<file path="src/rtl/vdp_super_res_writer.sv">
// ---------------------------------------------------------------------------
// vdp_super_res_writer
//
// CPU-side write path into the super-res / super-mid framebuffer held in
// 32-bit VRAM.
// - Each CPU byte write is queued at an auto-incrementing 19-bit byte pointer.
// - Queued bytes become byte-masked 32-bit VRAM write requests.
// - A new request only starts while the display fetch is not holding the bus.
// Framebuffer byte n lives at word n>>2, lane n[1:0], bits [8*lane+7:8*lane].
// This matches the layout used by the super-res display reader.
//
// Optional feature (compile-time macro COALESCE_EN):
//   When defined, a GATHER state merges later queued bytes into the staged
//   request. A byte is merged only if it targets the same word and an unused
//   lane. When undefined, every byte becomes its own single-lane request.
//
// Parameters:
//   FIFO_DEPTH         queued byte writes (power of two, >= 2)
//
// Ports:
//   clk                system clock
//   reset_n            asynchronous active-low reset
//   vdp_super          super mode enable; low holds the block in reset state
//   addr_load          pulse: load write pointer from addr_in
//   addr_in[18:0]      byte address
//   wr_strobe          pulse: queue wr_data at the current pointer
//   wr_data[7:0]       byte to write
//   super_res_drawing  display owns the VRAM bus; no new request may start
//   vram_wr_req        write request, held until acknowledged
//   vram_wr_addr[16:0] word address
//   vram_wr_data[31:0] write data, unmasked lanes driven 0
//   vram_wr_mask[3:0]  byte enables, bit i = lane i
//   vram_wr_ack        one-cycle accept from the VRAM arbiter
//   fifo_full          FIFO holds FIFO_DEPTH entries
//   busy               FIFO non-empty or request outstanding
//   overflow           sticky: a write arrived while the FIFO was full
// ---------------------------------------------------------------------------
module vdp_super_res_writer #(
  parameter int FIFO_DEPTH = 8
) (
  input  logic        clk,
  input  logic        reset_n,
  input  logic        vdp_super,
  input  logic        addr_load,
  input  logic [18:0] addr_in,
  input  logic        wr_strobe,
  input  logic [7:0]  wr_data,
  input  logic        super_res_drawing,
  output logic        vram_wr_req,
  output logic [16:0] vram_wr_addr,
  output logic [31:0] vram_wr_data,
  output logic [3:0]  vram_wr_mask,
  input  logic        vram_wr_ack,
  output logic        fifo_full,
  output logic        busy,
  output logic        overflow
);

  localparam int PTR_W = $clog2(FIFO_DEPTH);
  localparam int CNT_W = PTR_W + 1;

  localparam logic [1:0] ST_IDLE   = 2'd0;
`ifdef COALESCE_EN
  localparam logic [1:0] ST_GATHER = 2'd1;
`endif
  localparam logic [1:0] ST_REQ    = 2'd2;

  // One-hot byte enable for a lane
  function automatic logic [3:0] lane_mask(input logic [1:0] lane);
    logic [3:0] m;
    m = 4'd0;
    case (lane)
      2'd0:    m = 4'b0001;
      2'd1:    m = 4'b0010;
      2'd2:    m = 4'b0100;
      2'd3:    m = 4'b1000;
      default: m = 4'b0000;
    endcase
    return m;
  endfunction

  // Place a byte on its lane, all other lanes zero
  function automatic logic [31:0] lane_data(input logic [1:0] lane, input logic [7:0] b);
    logic [31:0] d;
    d = 32'd0;
    case (lane)
      2'd0:    d[7:0]   = b;
      2'd1:    d[15:8]  = b;
      2'd2:    d[23:16] = b;
      2'd3:    d[31:24] = b;
      default: d        = 32'd0;
    endcase
    return d;
  endfunction

  // Registers
  logic [18:0]      ptr_r;
  logic [26:0]      mem_r [FIFO_DEPTH];
  logic [PTR_W-1:0] rd_ptr_r;
  logic [PTR_W-1:0] wr_ptr_r;
  logic [CNT_W-1:0] count_r;
  logic [1:0]       state_r;
  logic             req_r;
  logic [16:0]      addr_r;
  logic [31:0]      data_r;
  logic [3:0]       mask_r;
  logic             full_r;
  logic             busy_r;
  logic             overflow_r;

  // Combinational next-state signals
  logic [26:0]      head_s;
  logic [18:0]      head_addr_s;
  logic [7:0]       head_data_s;
  logic             fifo_empty_s;
  logic             fifo_full_s;
  logic [18:0]      push_addr_s;
  logic [18:0]      ptr_nxt_s;
  logic             push_s;
  logic             pop_s;
  logic             overflow_set_s;
  logic [CNT_W-1:0] count_nxt_s;
  logic [1:0]       state_nxt_s;
  logic             req_nxt_s;
  logic [16:0]      addr_nxt_s;
  logic [31:0]      data_nxt_s;
  logic [3:0]       mask_nxt_s;

  assign head_s       = mem_r[rd_ptr_r];
  assign head_addr_s  = head_s[26:8];
  assign head_data_s  = head_s[7:0];
  assign fifo_empty_s = (count_r == {CNT_W{1'b0}});
  assign fifo_full_s  = (count_r == CNT_W'(FIFO_DEPTH));

  // Pointer: a same-cycle load redirects the push as well as the pointer
  always_comb begin
    push_addr_s = ptr_r;
    ptr_nxt_s   = ptr_r;
    if (addr_load) begin
      push_addr_s = addr_in;
    end else begin
      push_addr_s = ptr_r;
    end
    if (wr_strobe) begin
      ptr_nxt_s = push_addr_s + 19'd1;
    end else begin
      ptr_nxt_s = push_addr_s;
    end
  end

  // Request state machine and staging register next-state
  always_comb begin
    state_nxt_s = state_r;
    pop_s       = 1'b0;
    req_nxt_s   = req_r;
    addr_nxt_s  = addr_r;
    data_nxt_s  = data_r;
    mask_nxt_s  = mask_r;
    case (state_r)
      ST_IDLE: begin
        req_nxt_s = 1'b0;
        if (!fifo_empty_s && !super_res_drawing) begin
          pop_s      = 1'b1;
          addr_nxt_s = head_addr_s[18:2];
          data_nxt_s = lane_data(head_addr_s[1:0], head_data_s);
          mask_nxt_s = lane_mask(head_addr_s[1:0]);
`ifdef COALESCE_EN
          state_nxt_s = ST_GATHER;
`else
          state_nxt_s = ST_REQ;
          req_nxt_s   = 1'b1;
`endif
        end else begin
          state_nxt_s = ST_IDLE;
        end
      end
`ifdef COALESCE_EN
      ST_GATHER: begin
        // A lane already set means a later value for the same byte: it must
        // go out as its own request so the last write wins.
        if (!fifo_empty_s && (head_addr_s[18:2] == addr_r) &&
            ((mask_r & lane_mask(head_addr_s[1:0])) == 4'd0)) begin
          pop_s       = 1'b1;
          data_nxt_s  = data_r | lane_data(head_addr_s[1:0], head_data_s);
          mask_nxt_s  = mask_r | lane_mask(head_addr_s[1:0]);
          state_nxt_s = ST_GATHER;
        end else begin
          state_nxt_s = ST_REQ;
          req_nxt_s   = 1'b1;
        end
      end
`endif
      ST_REQ: begin
        // Drawing going high here does not withdraw the request
        if (vram_wr_ack) begin
          req_nxt_s   = 1'b0;
          state_nxt_s = ST_IDLE;
        end else begin
          req_nxt_s   = 1'b1;
          state_nxt_s = ST_REQ;
        end
      end
      default: begin
        state_nxt_s = ST_IDLE;
        req_nxt_s   = 1'b0;
      end
    endcase
  end

  // FIFO push/pop decision and occupancy next-state
  always_comb begin
    push_s         = wr_strobe && (!fifo_full_s || pop_s);
    overflow_set_s = wr_strobe && fifo_full_s && !pop_s;
    count_nxt_s    = count_r;
    case ({push_s, pop_s})
      2'b10:   count_nxt_s = count_r + CNT_W'(1);
      2'b01:   count_nxt_s = count_r - CNT_W'(1);
      default: count_nxt_s = count_r;
    endcase
  end

  // FIFO storage; contents are don't-care while empty, so no reset
  always_ff @(posedge clk) begin
    if (vdp_super && push_s) begin
      mem_r[wr_ptr_r] <= {push_addr_s, wr_data};
    end
  end

  // Control, staging and status registers
  always_ff @(posedge clk or negedge reset_n) begin
    if (!reset_n) begin
      ptr_r      <= 19'd0;
      rd_ptr_r   <= {PTR_W{1'b0}};
      wr_ptr_r   <= {PTR_W{1'b0}};
      count_r    <= {CNT_W{1'b0}};
      state_r    <= ST_IDLE;
      req_r      <= 1'b0;
      addr_r     <= 17'd0;
      data_r     <= 32'd0;
      mask_r     <= 4'd0;
      full_r     <= 1'b0;
      busy_r     <= 1'b0;
      overflow_r <= 1'b0;
    end else if (!vdp_super) begin
      ptr_r      <= 19'd0;
      rd_ptr_r   <= {PTR_W{1'b0}};
      wr_ptr_r   <= {PTR_W{1'b0}};
      count_r    <= {CNT_W{1'b0}};
      state_r    <= ST_IDLE;
      req_r      <= 1'b0;
      addr_r     <= 17'd0;
      data_r     <= 32'd0;
      mask_r     <= 4'd0;
      full_r     <= 1'b0;
      busy_r     <= 1'b0;
      overflow_r <= 1'b0;
    end else begin
      ptr_r      <= ptr_nxt_s;
      if (push_s) begin
        wr_ptr_r <= wr_ptr_r + PTR_W'(1);
      end
      if (pop_s) begin
        rd_ptr_r <= rd_ptr_r + PTR_W'(1);
      end
      count_r    <= count_nxt_s;
      state_r    <= state_nxt_s;
      req_r      <= req_nxt_s;
      addr_r     <= addr_nxt_s;
      data_r     <= data_nxt_s;
      mask_r     <= mask_nxt_s;
      full_r     <= (count_nxt_s == CNT_W'(FIFO_DEPTH));
      busy_r     <= (count_nxt_s != {CNT_W{1'b0}}) || (state_nxt_s != ST_IDLE);
      overflow_r <= overflow_r || overflow_set_s;
    end
  end

  assign vram_wr_req  = req_r;
  assign vram_wr_addr = addr_r;
  assign vram_wr_data = data_r;
  assign vram_wr_mask = mask_r;
  assign fifo_full    = full_r;
  assign busy         = busy_r;
  assign overflow     = overflow_r;

endmodule
</file>
<file path="config.mk">
export PLATFORM = sky130hd
export DESIGN_NAME = vdp_super_res_writer
export DESIGN_NICKNAME = d
export VERILOG_FILES = /design/src/rtl/vdp_super_res_writer.sv
export SDC_FILE = /design/constraint.sdc
export NUM_CORES = 1
export LEC_CHECK = 0
export ABC_AREA = 1
export BUFFER_PORTS_ARGS = -buffer_cell sky130_fd_sc_hd__buf_4
export CORE_MARGIN = 8
export CORE_UTILIZATION = 30
export CTS_CLUSTER_DIAMETER = 30
export DETAILED_ROUTE_END_ITERATION = 8
export HOLD_SLACK_MARGIN = 0.05
export PLACE_DENSITY_LB_ADDON = 0.08
export SLEW_MARGIN = 20
export SYNTH_ARGS = -nofsm -noshare
export SYNTH_HDL_FRONTEND = slang
export SYNTH_SLANG_ARGS = --single-unit
</file>
<file path="constraint.sdc">
create_clock -name clk -period 7.6 [get_ports clk]
set_input_delay 0.38 -clock clk [delete_from_list [all_inputs] [get_ports clk]]
set_output_delay 0.38 -clock clk [all_outputs]
set_load 0.05 [all_outputs]
</file>
==> tab_implementation.tex, run 1 <==
\begin{tabular}{lr}
\hline
Metric & Value \\
\hline
\multicolumn{2}{l}{\textbf{Layout}} \\
Final nets & 1304 \\
Most common cell after layout, fill and taps aside & nand2\_1 \\
Fraction of layout cells with a size suffix above 1 & 0.222 \\
Layout filler cell count & 4072 \\
Area grow syn2layout & 32.1\% \\
Number of inserted diodes & 0 \\
Leading cell types in the layout, fill and taps excluded & 257 x nand2\_1, 216 x edfxtp\_1, 107 x nor2\_1 \\
Number of cells in the finished layout apart from fillers & between 1500 and 2000 \\
\multicolumn{2}{l}{\textbf{Place}} \\
Port bufs & 90 \\
Placed wire-length estimate after detailed placement & 20700 um \\
Cells after DPL & between 1500 and 2000 \\
Routability-driven placement congestion ratio & approximately 0.74 \\
\multicolumn{2}{l}{\textbf{Worst setup path}} \\
Critical-path cell with the highest stage delay & o21ai\_2 \\
Critical path fanouts, max & 70 \\
Length in cells of the worst reg-to-reg path & 8 \\
CP bufs+invs & 4 \\
Reg-to-reg critical path endpoint & vram\_wr\_mask[2] \\
Critical path class & reg -> reg \\
Top delay family on crit path & buffers and inverters \\
Cells along the critical path & inv\_2 -> buf\_4 -> o21ai\_0 -> nand2\_1 -> inv\_1 -> o21ai\_2 -> inv\_2 -> o31ai\_1 \\
Critical Path Most Common Cell & inv\_2 \\
Endpoint type of the worst setup path & flip-flop \\
Data required time at the worst endpoint & around 8 ns \\
Worst path max stage delay & 0.74 ns \\
Origin of the critical flop-to-flop path & rd\_ptr\_r[0] \\
CP arrival & 4.28 ns \\
Kind of start point of the critical path & flip-flop \\
Reg2Reg Setup Slack & 3.80 ns \\
\multicolumn{2}{l}{\textbf{Synth}} \\
Synthesized netlist net count & 1171 \\
Cell count after synthesis & 1133 \\
FF+latch count, synth & about 300 \\
Synth unique cells & 39 \\
Sequential element share of the synthesized area & 0.682 \\
Area share of the largest cell type after synthesis & 0.512 \\
Ys Warns & 0 \\
Cell taking the most area after synthesis & edfxtp\_1 \\
Syn\_area\_per\_cell & 11.2 sq um \\
Post-synthesis instance area & 12700 sq um \\
Area contributors post-synth & edfxtp\_1 51\%, dfrtp\_1 17\%, nand2\_1 7.6\%, o21ai\_0 3.7\%, nor2\_1 3.4\% \\
\multicolumn{2}{l}{\textbf{Global route}} \\
Met3 usage & 0.0357 \\
Vias in the first global route & 9254 \\
GR Layer Usage met2 & 0.236 \\
Number of antenna violations at the first check in global routing & 0 \\
Met1 Usage GRT & 0.190 \\
Global-route wire length before repair & 56100 um \\
Total grt overflow & 0 \\
Routing layer with the top usage in global route & met2 \\
Aggregate global-route resource usage & 0.146 \\
Largest net degree at the start of global routing & 75 \\
\multicolumn{2}{l}{\textbf{Power and ir drop}} \\
Maximum vdd ir drop & 0.206 mV \\
Power density normalized to cell area & just under 400 nW/um\^{}2 \\
Total leakage power & 0.00682 uW \\
\multicolumn{2}{l}{\textbf{Drt}} \\
Average wire per standard cell & 19.2 um \\
Vias per std cell & between 4 and 5 \\
Detailed-router iteration count before antenna repair & 5 \\
DR DRC count & 0 \\
Via count & just under 9000 \\
Routed Antenna Nets & 0 \\
Total wirelength of the detailed-routed design & between 30000 and 40000 um \\
DRC violation total after the first TritonRoute iteration & 522 \\
\multicolumn{2}{l}{\textbf{Flow run}} \\
Max-capacitance violation count & 0 \\
\multicolumn{2}{l}{\textbf{Timing}} \\
Tmin final & 3.80 ns \\
Max Transition Viols Final & 0 \\
Setup-violating endpoint count in the final report & 0 \\
Setup\_tns & 0 ns \\
Final worst path period share & 0.501 \\
RSZ-0062 raised after global routing & no \\
Clock skew after layout & around 0.016 ns \\
Number of hold violations in the final report & 0 \\
Fmax achieved & 263 MHz \\
Relative slew slack & 0.278 \\
Measured slew at the worst slew-check pin & about 1.1 ns \\
\multicolumn{2}{l}{\textbf{Clock tree}} \\
Maximum clock insertion buffer count & 3 \\
Clock-pin slew reported for the worst setup and hold paths after clock tree synthesis & around 0.04 ns \\
Number of buffers added to fix hold violations after cts & 10 \\
CTS tree & done \\
Inserted Clock Buffers & 82 \\
Clock insertion delay at the later pin of the skew report & 0.59 ns \\
Sinks on the clock net & a little over 300 \\
H-tree depth & 3 \\
\# Post-CTS Setup Buffers & 0 \\
Root buffer cell & clkbuf\_16 \\
Post\_cts resized & 0 \\
\multicolumn{2}{l}{\textbf{Floorplanning}} \\
Effective utilization at floorplan & 0.303 \\
Horiz. Die Dim & 222 um \\
I/O pin count & 91 \\
Std-Cell Rows & 75 \\
Vertical die dimension & roughly 220 um \\
CORE AREA & roughly 42000 sq um \\
Area of the die & roughly 49000 sq um \\
\multicolumn{2}{l}{\textbf{Worst hold path}} \\
Hold path startpoint & wr\_strobe \\
Number of cells on the worst hold path & 2 \\
End point of the most critical hold path & ptr\_r[0] \\
Type of the worst min-delay path & in -> reg \\
\multicolumn{2}{l}{\textbf{Run status}} \\
Result of the run & complete, no violations \\
\hline
\end{tabular}
cell families after synthesis:
family,synth area share
compound gates,0.0833
fa+ha+maj,0.00395
buf+inv,0.0459
flops,0.682
simple gates,0.185
layout make-up:
cell class / count / area, sq um / share of cell area
clock inverter: 52 / 554 / 0.0331
sequential: 302 / 8640 / 0.516
tap: 539 / 674 / 0.0403
multi-input combinational: 707 / 3520 / 0.210
inverter: 59 / 224 / 0.0134
clock buffer: 102 / 2200 / 0.131
timing repair buffer: 114 / 933 / 0.0557
synthesized netlist by cell type, drive strengths merged:
| master | number |
|---|---|
| o21a | 1 |
| nor3 | 6 |
| o22ai | 17 |
| clkinv | 1 |
| nand3 | 70 |
| nand3b | 1 |
| ha | 4 |
| buf | 36 |
| inv | 58 |
| o211ai | 17 |
| edfxtp | 216 |
| o31ai | 3 |
| clkbuf | 29 |
| a21oi | 13 |
| or2 | 2 |
| a211oi | 1 |
| nor2 | 129 |
| o221ai | 17 |
| a31oi | 2 |
| o21ai | 107 |
| dfrtp | 86 |
| nand4 | 41 |
| nand2 | 276 |
report_power, final:
part           switching [uW]  internal (uW)  total [uW]
combinational             851            277        1130
sequential               74.6           1890        1970
clock                    1010           2370        3380
routing by layer:
layer  routed length [um]  part of all wire
met1                16800              0.47
met4                  750             0.021
met3                 1540             0.043
met2                16900              0.47
met5                    0                 0
stage by stage:
| step | hold slack [ns] | total power, uW | setup WS [ns] | area (sq um) | utilization |
|---|---|---|---|---|---|
| final | 0.108 | 6480 | 3.80 | 16700 | 0.400 |
| after CTS | 0.0780 | 6580 | 3.71 | 16700 | 0.400 |
| after global routing | 0.0975 | 6770 | 3.38 | 16700 | 0.400 |
| after global placement | 0.357 | 3140 | 3.76 | 13800 | 0.330 |
| after detailed placement | 0.359 | 3140 | 3.76 | 13900 | 0.332 |
| after floorplan | 0.0844 | 2780 | 4.62 | 12700 | - |
worst max-delay path by stage:
stage          cells after the start  slack, ns              end         from
6_report                           8       3.80  vram_wr_mask[2]  rd_ptr_r[0]
4_1_cts                            8       3.71  vram_wr_mask[2]  rd_ptr_r[0]
2_1_floorplan                      7       4.62      mem_r[0][0]  vram_wr_req
5_1_grt                            8       3.38  vram_wr_mask[2]  rd_ptr_r[0]
3_3_place_gp                       8       3.76  vram_wr_mask[2]  rd_ptr_r[0]
3_5_place_dp                       9       3.76  vram_wr_data[4]  rd_ptr_r[0]
registers in the layout, indices dropped and copies added (netlist names):
signal        count
busy              1
count_r           4
fifo_full         1
mem_r           216
overflow          1
ptr_r            19
rd_ptr_r          3
vram_wr_addr     17
vram_wr_data     32
vram_wr_mask      4
vram_wr_req       1
wr_ptr_r          3
worst reg2reg max path: stages (launching register included):
cell     delay (ns)
dfrtp_2        0.63
inv_2          0.61
buf_4          0.72
o21ai_0        0.21
nand2_1        0.10
inv_1          0.05
o21ai_2        0.74
inv_2          0.35
o31ai_1        0.30
Power figures use the tool's default switching activity.
==> run 2, diff against run 1 <==
Settings changed: ABC_AREA 1 to 0.
Clock period 7.6 ns to 3.7 ns, I/O delays scaled along.
==> tab_implementation.tex, run 2 <==
\begin{tabular}{lr}
\hline
Metric & Value \\
\hline
\multicolumn{2}{l}{\textbf{Synth}} \\
Cell taking the most area after synthesis & edfxtp\_1 \\
Ys Warns & 0 \\
Share of async-settable or async-resettable flops after synthesis & 0.285 \\
Cell count after synthesis & 703 \\
Count of flip-flops with a built-in enable after synthesis & around 220 \\
Syn\_area\_per\_cell & 17.5 sq um \\
Ys flop type & edfxtp\_1 \\
Synth unique cells & 62 \\
Post-synthesis instance area & roughly 12000 sq um \\
Most numerous cell in the Yosys netlist & edfxtp\_1 \\
Synthesized netlist net count & 741 \\
Sequential element share of the synthesized area & 0.702 \\
Area share of the largest cell type after synthesis & 0.527 \\
Top cell types by occurrence after synthesis & 216 x edfxtp\_1, 86 x dfrtp\_1, 65 x nor2\_1, 54 x mux4\_2, 36 x a22o\_1 \\
Area contributors post-synth & edfxtp\_1 53\%, dfrtp\_1 17\%, mux4\_2 9.9\%, a22o\_1 2.6\%, mux2i\_1 2.5\% \\
FF+latch count, synth & 302 \\
\multicolumn{2}{l}{\textbf{Global route}} \\
Routing layer with the top usage in global route & met2 \\
Global-route wire length before repair & 48800 um \\
Met1 Usage GRT & 0.169 \\
Largest net degree at the start of global routing & 69 \\
Met3 usage & 0.0353 \\
GR Layer Usage met2 & 0.220 \\
Aggregate global-route resource usage & 0.135 \\
Total grt overflow & 0 \\
Number of antenna violations at the first check in global routing & 0 \\
Vias in the first global route & 7960 \\
\multicolumn{2}{l}{\textbf{Timing}} \\
Fmax achieved & 360 MHz \\
Clock skew after layout & 0.0200 ns \\
RSZ-0062 raised after global routing & no \\
Least setup slack across all paths after layout & a little over 0.9 ns \\
Measured slew at the worst slew-check pin & 0.849 ns \\
Relative slew slack & 0.418 \\
Setup-violating endpoint count in the final report & 0 \\
Final worst path period share & 0.751 \\
Max Transition Viols Final & 0 \\
Setup\_tns & 0 ns \\
Final Hold Slack & roughly 0.1 ns \\
Tmin final & around 2.8 ns \\
Number of hold violations in the final report & 0 \\
\multicolumn{2}{l}{\textbf{Floorplanning}} \\
Vertical die dimension & between 200 and 250 um \\
Area of the die & 47800 sq um \\
Effective utilization at floorplan & 0.303 \\
Std-Cell Rows & 74 \\
I/O pin count & 91 \\
Horiz. Die Dim & 219 um \\
CORE AREA & approximately 40000 sq um \\
\multicolumn{2}{l}{\textbf{Flow run}} \\
Max-capacitance violation count & 0 \\
\multicolumn{2}{l}{\textbf{Worst setup path}} \\
Endpoint type of the worst setup path & flip-flop \\
Critical path class & reg -> reg \\
Critical path fanouts, max & 11 \\
CP arrival & 3.02 ns \\
Kind of start point of the critical path & flip-flop \\
Data required time at the worst endpoint & 3.94 ns \\
\multicolumn{2}{l}{\textbf{Clock tree}} \\
CTS tree & done \\
Clock-pin slew reported for the worst setup and hold paths after clock tree synthesis & about 0.05 ns \\
Root buffer cell & clkbuf\_16 \\
Number of buffers added to fix hold violations after cts & 12 \\
Clock insertion delay at the later pin of the skew report & 0.57 ns \\
Sinks on the clock net & 302 \\
H-tree depth & 3 \\
Post\_cts resized & 0 \\
Inserted Clock Buffers & 77 \\
Maximum clock insertion buffer count & 3 \\
\# Post-CTS Setup Buffers & 0 \\
\multicolumn{2}{l}{\textbf{Place}} \\
Worst setup slack before clock tree synthesis & 0.920 ns \\
Routability-driven placement congestion ratio & roughly 0.72 \\
Placed wire-length estimate after detailed placement & 19800 um \\
Port bufs & 90 \\
\multicolumn{2}{l}{\textbf{Power and ir drop}} \\
Power density normalized to cell area & 789 nW/um\^{}2 \\
Total leakage power & 0.00613 uW \\
Maximum vdd ir drop & 0.361 mV \\
\multicolumn{2}{l}{\textbf{Layout}} \\
Final nets & 905 \\
Number of inserted diodes & 0 \\
Most common cell after layout, fill and taps aside & edfxtp\_1 \\
Number of flip-flops under the largest register name & 216 \\
Fraction of layout cells with a size suffix above 1 & 0.372 \\
Leading cell types in the layout, fill and taps excluded & 216 x edfxtp\_1, 109 x buf\_4, 83 x dfrtp\_1 \\
Register name with the most flops & mem\_r \\
Area grow syn2layout & 34.2\% \\
\multicolumn{2}{l}{\textbf{Run status}} \\
Result of the run & complete, no violations \\
\multicolumn{2}{l}{\textbf{Drt}} \\
DRC violation total after the first TritonRoute iteration & 371 \\
Detailed-router iteration count before antenna repair & 4 \\
DR DRC count & 0 \\
Vias per std cell & around 4.8 \\
Routed Antenna Nets & 0 \\
Via count & 7085 \\
Average wire per standard cell & 21.7 um \\
Total wirelength of the detailed-routed design & roughly 32000 um \\
\multicolumn{2}{l}{\textbf{Worst hold path}} \\
Type of the worst min-delay path & in -> reg \\
\hline
\end{tabular}
[run 2: cell count changes in the layout (fill, tap and decap cells not counted), sizes merged, moves of 36 or more]
| cell | previous run | this run |
|---|---|---|
| o21ai | 107 | 3 |
| a22o | 0 | 36 |
| nand2 | 276 | 14 |
| inv | 62 | 9 |
| nor2 | 129 | 66 |
| mux4 | 0 | 54 |
| nand3 | 70 | 12 |
| nand4 | 41 | 5 |
[run 2: final cells by class]
class | count | area (sq um)
Fill cell | 3667 | 24100
Sequential cell | 302 | 8640
Multi-Input combinational cell | 355 | 3470
Clock buffer | 85 | 2040
Timing Repair Buffer | 124 | 972
Clock inverter | 58 | 701
Tap cell | 532 | 666
Inverter | 7 | 26.3
[run 2: logic make-up after synthesis]
logic type / synth area share
DFF: 0.702
and+or+nand+nor: 0.0611
muxes: 0.143
AOI/OAI and AO/OA: 0.0587
buffers and inverters: 0.0198
xor gates and xnor gates: 0.0114
adders and majority gates: 0.00407
[run 2: final timing paths]
check	startpoint	end	slack (ns)	cells past startpoint
setup / recovery	vram_wr_req	mem_r[6][21]	0.92	5
hold / removal	addr_in[7]	mem_r[3][15]	0.1	2
setup reg to reg	vram_wr_req	mem_r[6][21]	0.92	5
hold reg to reg	vram_wr_data[6]	vram_wr_data[6]	0.51	1
max in group asynchronous	reset_n	vram_wr_data[23]	2.74	3
min in group asynchronous	reset_n	vram_wr_addr[0]	0.19	2
[run 2: stage by stage]
stage | area [sq um] | power, uW | cells | util
finish | 16500 | 13000 | 1463 | 0.406
detailed placement | 13700 | 6190 | 1308 | 0.336
global placement | 13600 | 6160 | 1306 | 0.335
CTS | 16500 | 13200 | 1463 | 0.406
floorplan | 12300 | 5540 | 703 | -
global route | 16500 | 13600 | 1463 | 0.406
[run 2: critical path, cell delays in order (launching register included)]
cell	delay (ns)
dfrtp_1	0.40
or2_2	0.41
a31oi_1	0.52
nand3b_1	0.37
nor2_2	0.46
buf_4	0.31
[run 2: metal layers]
metal / wire length, um / up-vias / part of all wire
met5: 0 / - / 0
met2: 15500 / 162 / 0.49
met1: 14000 / 3701 / 0.44
li1: - / 3150 / -
met4: 857 / 0 / 0.027
met3: 1460 / 72 / 0.046
[run 2: where the power goes]
| part | total, uW | switching [uW] | internal (uW) |
|---|---|---|---|
| Combinational | 2060 | 1260 | 798 |
| Clock | 6930 | 2050 | 4880 |
| Sequential | 4040 | 186 | 3850 |
